[src/rtl/hot_cold_pkg.sv]
// rtl/hot_cold_pkg.sv - shared types, hint encodings and LFSR step for the hot/cold game
package hot_cold_pkg;

  typedef enum logic [1:0] {
    IDLE = 2'd0,
    PLAY = 2'd1,
    WON  = 2'd2,
    LOST = 2'd3
  } stateT;

  localparam logic [1:0] HL_NONE  = 2'b00;
  localparam logic [1:0] HL_LOW   = 2'b01;
  localparam logic [1:0] HL_HIGH  = 2'b10;
  localparam logic [1:0] HL_EQUAL = 2'b11;

  localparam logic [1:0] HC_NONE = 2'b00;
  localparam logic [1:0] HC_COLD = 2'b01;
  localparam logic [1:0] HC_WARM = 2'b10;
  localparam logic [1:0] HC_HOT  = 2'b11;

  // Shift left, feed the parity of the tapped bits into bit 0; result masked to width bits.
  function automatic logic [31:0] lfsrStep(input logic [31:0] s, input logic [31:0] taps,
                                           input int width);
    logic [31:0] mask;
    logic        fb;
    mask = (width >= 32) ? '1 : ((32'd1 << width) - 32'd1);
    fb   = ^(s & taps & mask);
    return ((s << 1) | {31'd0, fb}) & mask;
  endfunction

endpackage

[src/rtl/hot_cold_game_lfsr.sv]
// rtl/hot_cold_game_lfsr.sv - lfsr_gen: loads a seed and advances it one step to form the secret
module lfsr_gen
  import hot_cold_pkg::*;
#(
  parameter int               WIDTH = 4,
  parameter logic [WIDTH-1:0] TAPS  = 4'b1100
) (
  input  logic             clk,
  input  logic             reset,
  input  logic             load,
  input  logic [WIDTH-1:0] seed,
  output logic [WIDTH-1:0] secret
);

  logic [WIDTH-1:0] loadVal;

  // An all-zero LFSR would never leave zero, so a zero seed is forced to 1.
  assign loadVal = (seed == '0) ? WIDTH'(1) : seed;

  always_ff @(posedge clk) begin
    if (reset) begin
      secret <= '0;
    end else if (load) begin
      secret <= WIDTH'(lfsrStep(32'(loadVal), 32'(TAPS), WIDTH));
    end
  end

endmodule

[src/rtl/hot_cold_game.sv]
// rtl/hot_cold_game.sv - hot/cold guessing-game core: button edges, game FSM and guess scoring
// Optional attempt limit and LOST state enabled by defining HCG_TRY_LIMIT_EN.
module hot_cold_game
  import hot_cold_pkg::*;
#(
  parameter int               WIDTH       = 4,
  parameter logic [WIDTH-1:0] TAPS        = 4'b1100,
  parameter int               WARM_THRESH = 4,
  parameter int               COLD_THRESH = 10,
  parameter int               MAX_TRIES   = 8,
`ifdef HCG_TRY_LIMIT_EN
  localparam int              TW          = $clog2(MAX_TRIES + 1)
`else
  localparam int              TW          = 8
`endif
) (
  input  logic             clk,
  input  logic             reset,
  input  logic [WIDTH-1:0] seed,
  input  logic [WIDTH-1:0] guess,
  input  logic             new_btn,
  input  logic             sub_btn,
  output logic [1:0]       hi_low,
  output logic [1:0]       hot_cold,
  output logic [TW-1:0]    tries,
  output logic             won,
  output logic             lost,
  output logic             playing
);

  localparam logic [TW-1:0] TRY_MAX = '1;

  stateT            state, nextState;
  logic             newQ, subQ;
  logic             newEv, subEv;
  logic [WIDTH-1:0] secret;
  logic [WIDTH-1:0] diff;
  logic [1:0]       hlScore, hcScore;
  logic [1:0]       hiLowQ, hotColdQ;
  logic [TW-1:0]    triesQ;
  logic             limitHit;
  logic             scoreEv;

  // A simultaneous new-game press takes priority, so the submit is dropped.
  assign newEv   = new_btn & ~newQ;
  assign subEv   = sub_btn & ~subQ & ~newEv;
  assign scoreEv = subEv && (state == PLAY);

  lfsr_gen #(
    .WIDTH(WIDTH),
    .TAPS (TAPS)
  ) uLfsr (
    .clk   (clk),
    .reset (reset),
    .load  (newEv),
    .seed  (seed),
    .secret(secret)
  );

  always_comb begin
    diff    = (guess >= secret) ? (guess - secret) : (secret - guess);
    hlScore = HL_HIGH;
    if (guess == secret) hlScore = HL_EQUAL;
    else if (guess < secret) hlScore = HL_LOW;
    hcScore = HC_COLD;
    if (int'(diff) < WARM_THRESH) hcScore = HC_HOT;
    else if (int'(diff) < COLD_THRESH) hcScore = HC_WARM;
  end

`ifdef HCG_TRY_LIMIT_EN
  assign limitHit = (int'(triesQ) + 1 == MAX_TRIES);
`else
  assign limitHit = 1'b0;
`endif

  always_ff @(posedge clk) begin
    if (reset) begin
      state <= IDLE;
    end else begin
      state <= nextState;
    end
  end

  always_comb begin
    nextState = state;
    if (newEv) begin
      nextState = PLAY;
    end else if (scoreEv) begin
      if (guess == secret) nextState = WON;
      else if (limitHit) nextState = LOST;
    end
  end

  always_comb begin
    playing = (state == PLAY);
    won     = (state == WON);
`ifdef HCG_TRY_LIMIT_EN
    lost    = (state == LOST);
`else
    lost    = 1'b0;
`endif
  end

  always_ff @(posedge clk) begin
    if (reset) begin
      newQ     <= 1'b0;
      subQ     <= 1'b0;
      hiLowQ   <= HL_NONE;
      hotColdQ <= HC_NONE;
      triesQ   <= '0;
    end else begin
      newQ <= new_btn;
      subQ <= sub_btn;
      if (newEv) begin
        hiLowQ   <= HL_NONE;
        hotColdQ <= HC_NONE;
        triesQ   <= '0;
      end else if (scoreEv) begin
        hiLowQ   <= hlScore;
        hotColdQ <= (hlScore == HL_EQUAL) ? HC_HOT : hcScore;
        triesQ   <= (triesQ == TRY_MAX) ? triesQ : triesQ + TW'(1);
      end
    end
  end

  assign hi_low   = hiLowQ;
  assign hot_cold = hotColdQ;
  assign tries    = triesQ;

endmodule

[config.mk]
export PLATFORM = sky130hd
export DESIGN_NAME = hot_cold_game
export DESIGN_NICKNAME = d
export VERILOG_FILES = /design/src/rtl/hot_cold_pkg.sv /design/src/rtl/hot_cold_game_lfsr.sv /design/src/rtl/hot_cold_game.sv
export SDC_FILE = /design/constraint.sdc
export NUM_CORES = 1
export LEC_CHECK = 0
export BUFFER_PORTS_ARGS = -buffer_cell sky130_fd_sc_hd__clkbuf_2
export CORE_ASPECT_RATIO = 0.8
export CORE_MARGIN = 10
export CORE_UTILIZATION = 56
export CTS_CLUSTER_SIZE = 8
export DETAILED_ROUTE_END_ITERATION = 8
export PLACE_DENSITY = 0.91
export SETUP_SLACK_MARGIN = 0.4
export SYNTH_ARGS = -nofsm -noshare
export SYNTH_HDL_FRONTEND = slang
export SYNTH_SLANG_ARGS = --single-unit
export TNS_END_PERCENT = 20
[constraint.sdc]
create_clock -name clk -period 5 [get_ports clk]
set_input_delay 0.25 -clock clk [delete_from_list [all_inputs] [get_ports clk]]
set_output_delay 0.25 -clock clk [all_outputs]
set_load 0.05 [all_outputs]
* Word-level counts from Yosys, hierarchy flattened
Index checks and enable logic that the tools add are counted.
** Word-level totals
- Flip-flop bits (word level) :: 20
- Word-level logic and storage cells :: 47
- Input port bits :: 12
** Cells by class
- Mux-type cells :: 10
- $lt $le $gt $ge :: 4
- Add/sub/neg operators :: 3
- Bitwise logic cells :: 8
- Equality and inequality tests :: 5
- Reduce and logical (&&, ||, !) cells :: 9
** Operator list (count)
- 32-bit parity :: 1
- 2-bit two-way mux :: 5
- 8-bit by 1-bit adder with 8-bit output, second input constant :: 1
- 8-bit equality test, second input constant :: 1
- 4-bit two-way mux :: 2
- 4-bit subtractor :: 2
- 2-bit AND reduction :: 3
- 2-bit equality test, second input constant :: 2
- 4-bit equality test :: 1
- 4-bit >= comparator :: 1
- 4-bit zero test :: 1
- 4-bit by 3-bit less-than comparator with 1-bit output, second input constant :: 1
- 4-bit less-than comparator :: 1
- 4-bit less-than comparator, second input constant :: 1
- 1-bit NOT :: 4
- 4-bit by 1-bit bitwise OR with 4-bit output :: 1
- 2-bit nonzero test :: 2
- 1-bit AND :: 3
- 1-bit two-way mux :: 3
- 2-bit by 1-bit equality test with 1-bit output, second input constant :: 1
- 2-bit OR reduction :: 1
- 1-bit logical AND :: 1

* Logic depth before layout (Yosys ltp)
- Word-level depth :: 7
- Mapped depth :: 10

* Cells and area by module
Synthesis repeated with hierarchy kept, for this count alone.
** Unflattened totals
- Cells, all modules :: 133
- Area total of the unflattened synthesis :: 1173.6 sq um
** By module, submodules not included
- hot_cold_game :: area an instance 989.7 sq um, cells each 114, sequential area each 320.3 sq um, instances 1
- lfsr_gen :: area an instance 183.9 sq um, cells each 19, sequential area each 80.1 sq um, instances 1

* Worst setup path before layout
Ideal clock, no wire load.
- Kind :: register to register
- From :: register uLfsr.secret[0]
- To :: register hotColdQ[0], in the netlist hot_cold[0]
- Arrival :: 1.859 ns
- Data required time :: 4.880 ns
- Period minus slack after synthesis :: 1.979 ns
- Slack :: 3.021 ns
- Cell stages (with the launch flop) :: 10
- Buffers on the path :: 0
- Cells stage by stage :: dfxtp_1 > ha_1 > inv_1 > fa_1 > nand3_1 > nand2_1 > mux2_1 > mux2i_1 > mux2i_1 > a21oi_1
** Between the ends
- Longest elaborated chain between the ends :: 6
** RTL lines
- from (decl) :: RTL line hot_cold_game_lfsr.sv:12 : output logic [WIDTH-1:0] secret
- from (signal assigned) :: RTL line hot_cold_game_lfsr.sv:24 : secret <= WIDTH'(lfsrStep(32'(loadVal), 32'(TAPS), WIDTH));
- 4-bit subtractor or 4-bit >= comparator (tied branches) :: RTL line hot_cold_game.sv:61 : diff = (guess >= secret) ? (guess - secret) : (secret - guess);
- 4-bit two-way mux :: RTL line hot_cold_game.sv:61
- 4-bit less-than comparator :: RTL line hot_cold_game.sv:67 : else if (int'(diff) < COLD_THRESH) hcScore = HC_WARM;
- 2-bit two-way mux :: RTL line hot_cold_game.sv:67
- 2-bit two-way mux :: RTL line hot_cold_game.sv:66 : if (int'(diff) < WARM_THRESH) hcScore = HC_HOT;
- 2-bit two-way mux (*) :: RTL line hot_cold_game.sv:120 : hotColdQ <= (hlScore == HL_EQUAL) ? HC_HOT : hcScore;
- to (signal assigned) :: RTL line hot_cold_game.sv:120
- to (decl) :: RTL line hot_cold_game.sv:39 : logic [1:0] hiLowQ, hotColdQ;
Every way passes the cells marked *; elsewhere a longest branch is shown, timed or not.
A chain may end at the register's enable or synchronous reset.

* Worst setup path after layout
- From :: register uLfsr.secret[1]
- To :: register hotColdQ[0], in the netlist hot_cold[0]
The elaborated chain is that of the path after synthesis.

==> metrics.md <==
| Metric | Value |
|---|---|
| Net Sw Power | `102 uW` |
| Starting Density | `60.7%` |
| Setup Fix Bufs, Post-CTS | `0` |
| Min-delay src | `sub_btn` |
| Wire length on met2 | `1300 um` |
| DRT iter0 DRCs | `62` |
| Die H | `61.1 um` |
| Resized cells post-CTS | `0` |
| Fillers | `144` |
| Post-layout min period | `2.18 ns` |
| Worst Path Max Fanout | `4` |
| Cell Area, Synth | `1180 um2` |
| Synth Flop Type | `dfxtp_1` |
| Register area | `400 um2` |
| Io pins | `27` |
| Post-synth ARST share | `0%` |
| Max cap viols | `0` |
| Seq pwr share | `49.2%` |
| Post-synth EDFFs | `0` |
| Die X | `71.3 um` |
| Remaining antenna violation count | `0` |
| Number of clock sinks | `20` |
| RSZ-0062 raised after global routing | `false` |
| Grt ovf | `0` |
| Clock slew at reported path FFs | `0.11 ns` |
| Comb pwr share | `22.4%` |
| Critical path arrival | `2.40 ns` |
| Clock Power Share | `28.3%` |
| Startpoint types | `flip-flop` |
| Clk buf depth | `2` |
| Dpl ws | `2.86 ns` |
| HP Class | `primary input to flip-flop` |
| Outcome | `finished clean` |
| Pin count of the biggest net entering global routing | `13` |
| CP Capture Type | `flip-flop` |
| Slew Viols, Final | `0` |
| CTS Buf Count | `3` |
| Setup TNS | `0 ns` |
| Final GP Congestion | `0.803` |
| Die area | `4360 um2` |
| CTS Root Cell | `clkbuf_4` |
| Worst skew pair latency | `0.31 ns` |
| Synth Net Count | `159` |
| Final HPWL DP | `2230 um` |
| Final #Nets | `186` |
| Cell-internal power | `239 uW` |
| Clock skew | `0.00250 ns` |
| Vias | `1,028` |
| Routed WL | `2710 um` |
| Final setup viols | `0` |
| Leak | `0.000638 uW` |
| R2r worst-path depth | `8` |
| First-pass GRT wire length | `4460 um` |
| Slack of the worst reg-to-reg path | `2.82 ns` |
| FF+latch count, synth | `20` |
| Initial antenna violation count | `0` |
| Remaining DRCs | `0` |
| Crit path kind | `flip-flop to flip-flop` |
| Switching Fraction | `29.9%` |
| Post-Route M1 WL | `1110 um` |
| Final hold violation count | `0` |
| Hold endpoint | `subQ$_SDFF_PP0_` |
| Netlist cell types | `33` |
| Worst setup path start | `uLfsr.secret[1]$_SDFFE_PP0P_` |
| Hold buffers post-CTS | `0` |
| Yosys warning total | `0` |
| Rows | `14` |
| Met3 Wirelength | `246 um` |
| Synthesis-to-finish area growth | `14.6%` |
| F_max | `458 MHz` |
| R2r startpoint | `uLfsr.secret[1]$_SDFFE_PP0P_` |
| Syn_area_per_cell | `8.68 um2` |
| Top Metal Used | `met4` |
| Port-buffer cells | `25` |
| CTS H-tree lvls | `1` |
| Final Cycle Share | `43.7%` |
| Post-Syn Instances | `136` |
| Pre-antenna DRT Iters | `4` |
| Vias in the first global route | `993` |
| Core ar. | `1940 um2` |
| Power per cell area | `252 nW/um2` |
| Setup ws final | `2.82 ns` |
| Number of diodes | `0` |
| GR Util All Layers | `12.7%` |
| Capture point of the worst reg-to-reg path | `hot_cold[0]$_SDFFE_PP0P_` |
| Crit path required time | `5.21 ns` |
| Final Hold Slack | `0.170 ns` |
| Cell count of the worst hold path | `2` |
| Layout cells sized above 1 | `21.6%` |
| TritonCTS clock tree | `built` |
| DR WL/cell | `14.6 um` |
| Multi-input combinational cell area | `717 um2` |
| IR Drop Worst-Case VDD | `0.000205 V` |
| Seq/Total Area, Yosys | `33.9%` |
| Drt via density | `5.53` |
-- final cells by class --
cell class	count	area share, %
Inverter	12	3.33
Sequential cell	20	29.6
Timing Repair Buffer	25	9.24
Tap cell	24	2.22
Clock buffer	4	2.68
Multi-Input combinational cell	101	53.0
-- per-layer routing --
metal | GRT usage [%] | up-vias
li1 | - | 511
met1 | 13.6 | 477
met2 | 22.0 | 35
met3 | 5.47 | 5
met4 | 4.68 | 0
met5 | 0 | -
-- critical path, cell delays in order, from the launching register on --
cell,delay (ns)
dfxtp_1,0.47
inv_1,0.12
fa_1,0.45
nand3_1,0.13
nand2_1,0.09
mux2_1,0.32
mux2i_1,0.22
mux2i_1,0.21
a21oi_1,0.08
-- registers in the layout (all words and copies together), names as in the netlist --
register      count
hi_low            2
hot_cold          2
newQ              1
state             2
subQ              1
tries             8
uLfsr.secret      4
-- cells in the final DEF, fill, tap and decap left out --
cell type	count
a31oi_1	1
inv_1	12
a21oi_1	8
xor2_1	7
mux2_1	1
dfxtp_1	20
clkbuf_4	3
and3_1	2
ha_1	9
clkbuf_2	25
nand4_1	4
nand3_2	1
xnor2_1	1
and2_1	1
fa_1	2
o22ai_1	3
nor2_4	1
nor2_1	18
nand4_4	1
nand2_4	1
clkbuf_8	1
nand2_1	10
and4bb_4	1
or2b_4	1
nand3_1	2
or3_1	2
o21ai_0	5
conb_1	1
and2b_1	1
mux2i_1	6
nand3b_1	3
nor3_1	3
nor2b_1	4
nand2b_1	1
-- power groups by stage --
stage | sequential [uW] | clock, uW | combinational [uW]
floorplan | 174 | 0 | 55.3
global placement | 171 | 0 | 71.7
detailed placement | 172 | 0 | 75.9
CTS | 168 | 98.6 | 76.1
global route | 169 | 102 | 84.7
finish | 168 | 96.6 | 76.5
-- logic make-up after synthesis --
group | Yosys count | share of synthesized area (%)
fa+ha+maj | 11 | 12.9
simple gates | 57 | 27.9
mux | 7 | 6.04
other cells | 1 | 0.317
xor+xnor | 8 | 5.93
compound gates | 17 | 7.63
flops | 20 | 33.9
buf+inv | 15 | 5.40
-- synthesized netlist by cell type (4+ instances only) --
master | instances | share of area (%)
nor2b_1 | 4 | 2.1
ha_1 | 9 | 9.5
o21ai_0 | 5 | 2.1
inv_1 | 12 | 3.8
a21oi_1 | 8 | 3.4
dfxtp_1 | 20 | 34
nand4_1 | 4 | 2.1
mux2i_1 | 6 | 5.1
nor2_1 | 18 | 5.7
xor2_1 | 7 | 5.2
nand2_1 | 10 | 3.2
-- per-stage QoR --
step           util, %  std cells  instance area [um2]  power [uW]
6_report          69.6        186                 1350         341
3_5_place_dp      67.8        182                 1320         248
4_1_cts           69.6        186                 1350         343
3_3_place_gp      67.8        182                 1320         243
2_1_floorplan        -        136                 1180         229
5_1_grt           69.6        186                 1350         355
-- worst max path at each step --
stage                     slack, ns                        to
after floorplan                3.02  hot_cold[0]$_SDFFE_PP0P_
after global placement         2.92  hot_cold[0]$_SDFFE_PP0P_
after detailed placement       2.86  hot_cold[0]$_SDFFE_PP0P_
after CTS                      2.84  hot_cold[0]$_SDFFE_PP0P_
after global routing           2.71  hot_cold[0]$_SDFFE_PP0P_
final                          2.82  hot_cold[0]$_SDFFE_PP0P_
(Power assumes the default switching activity.)
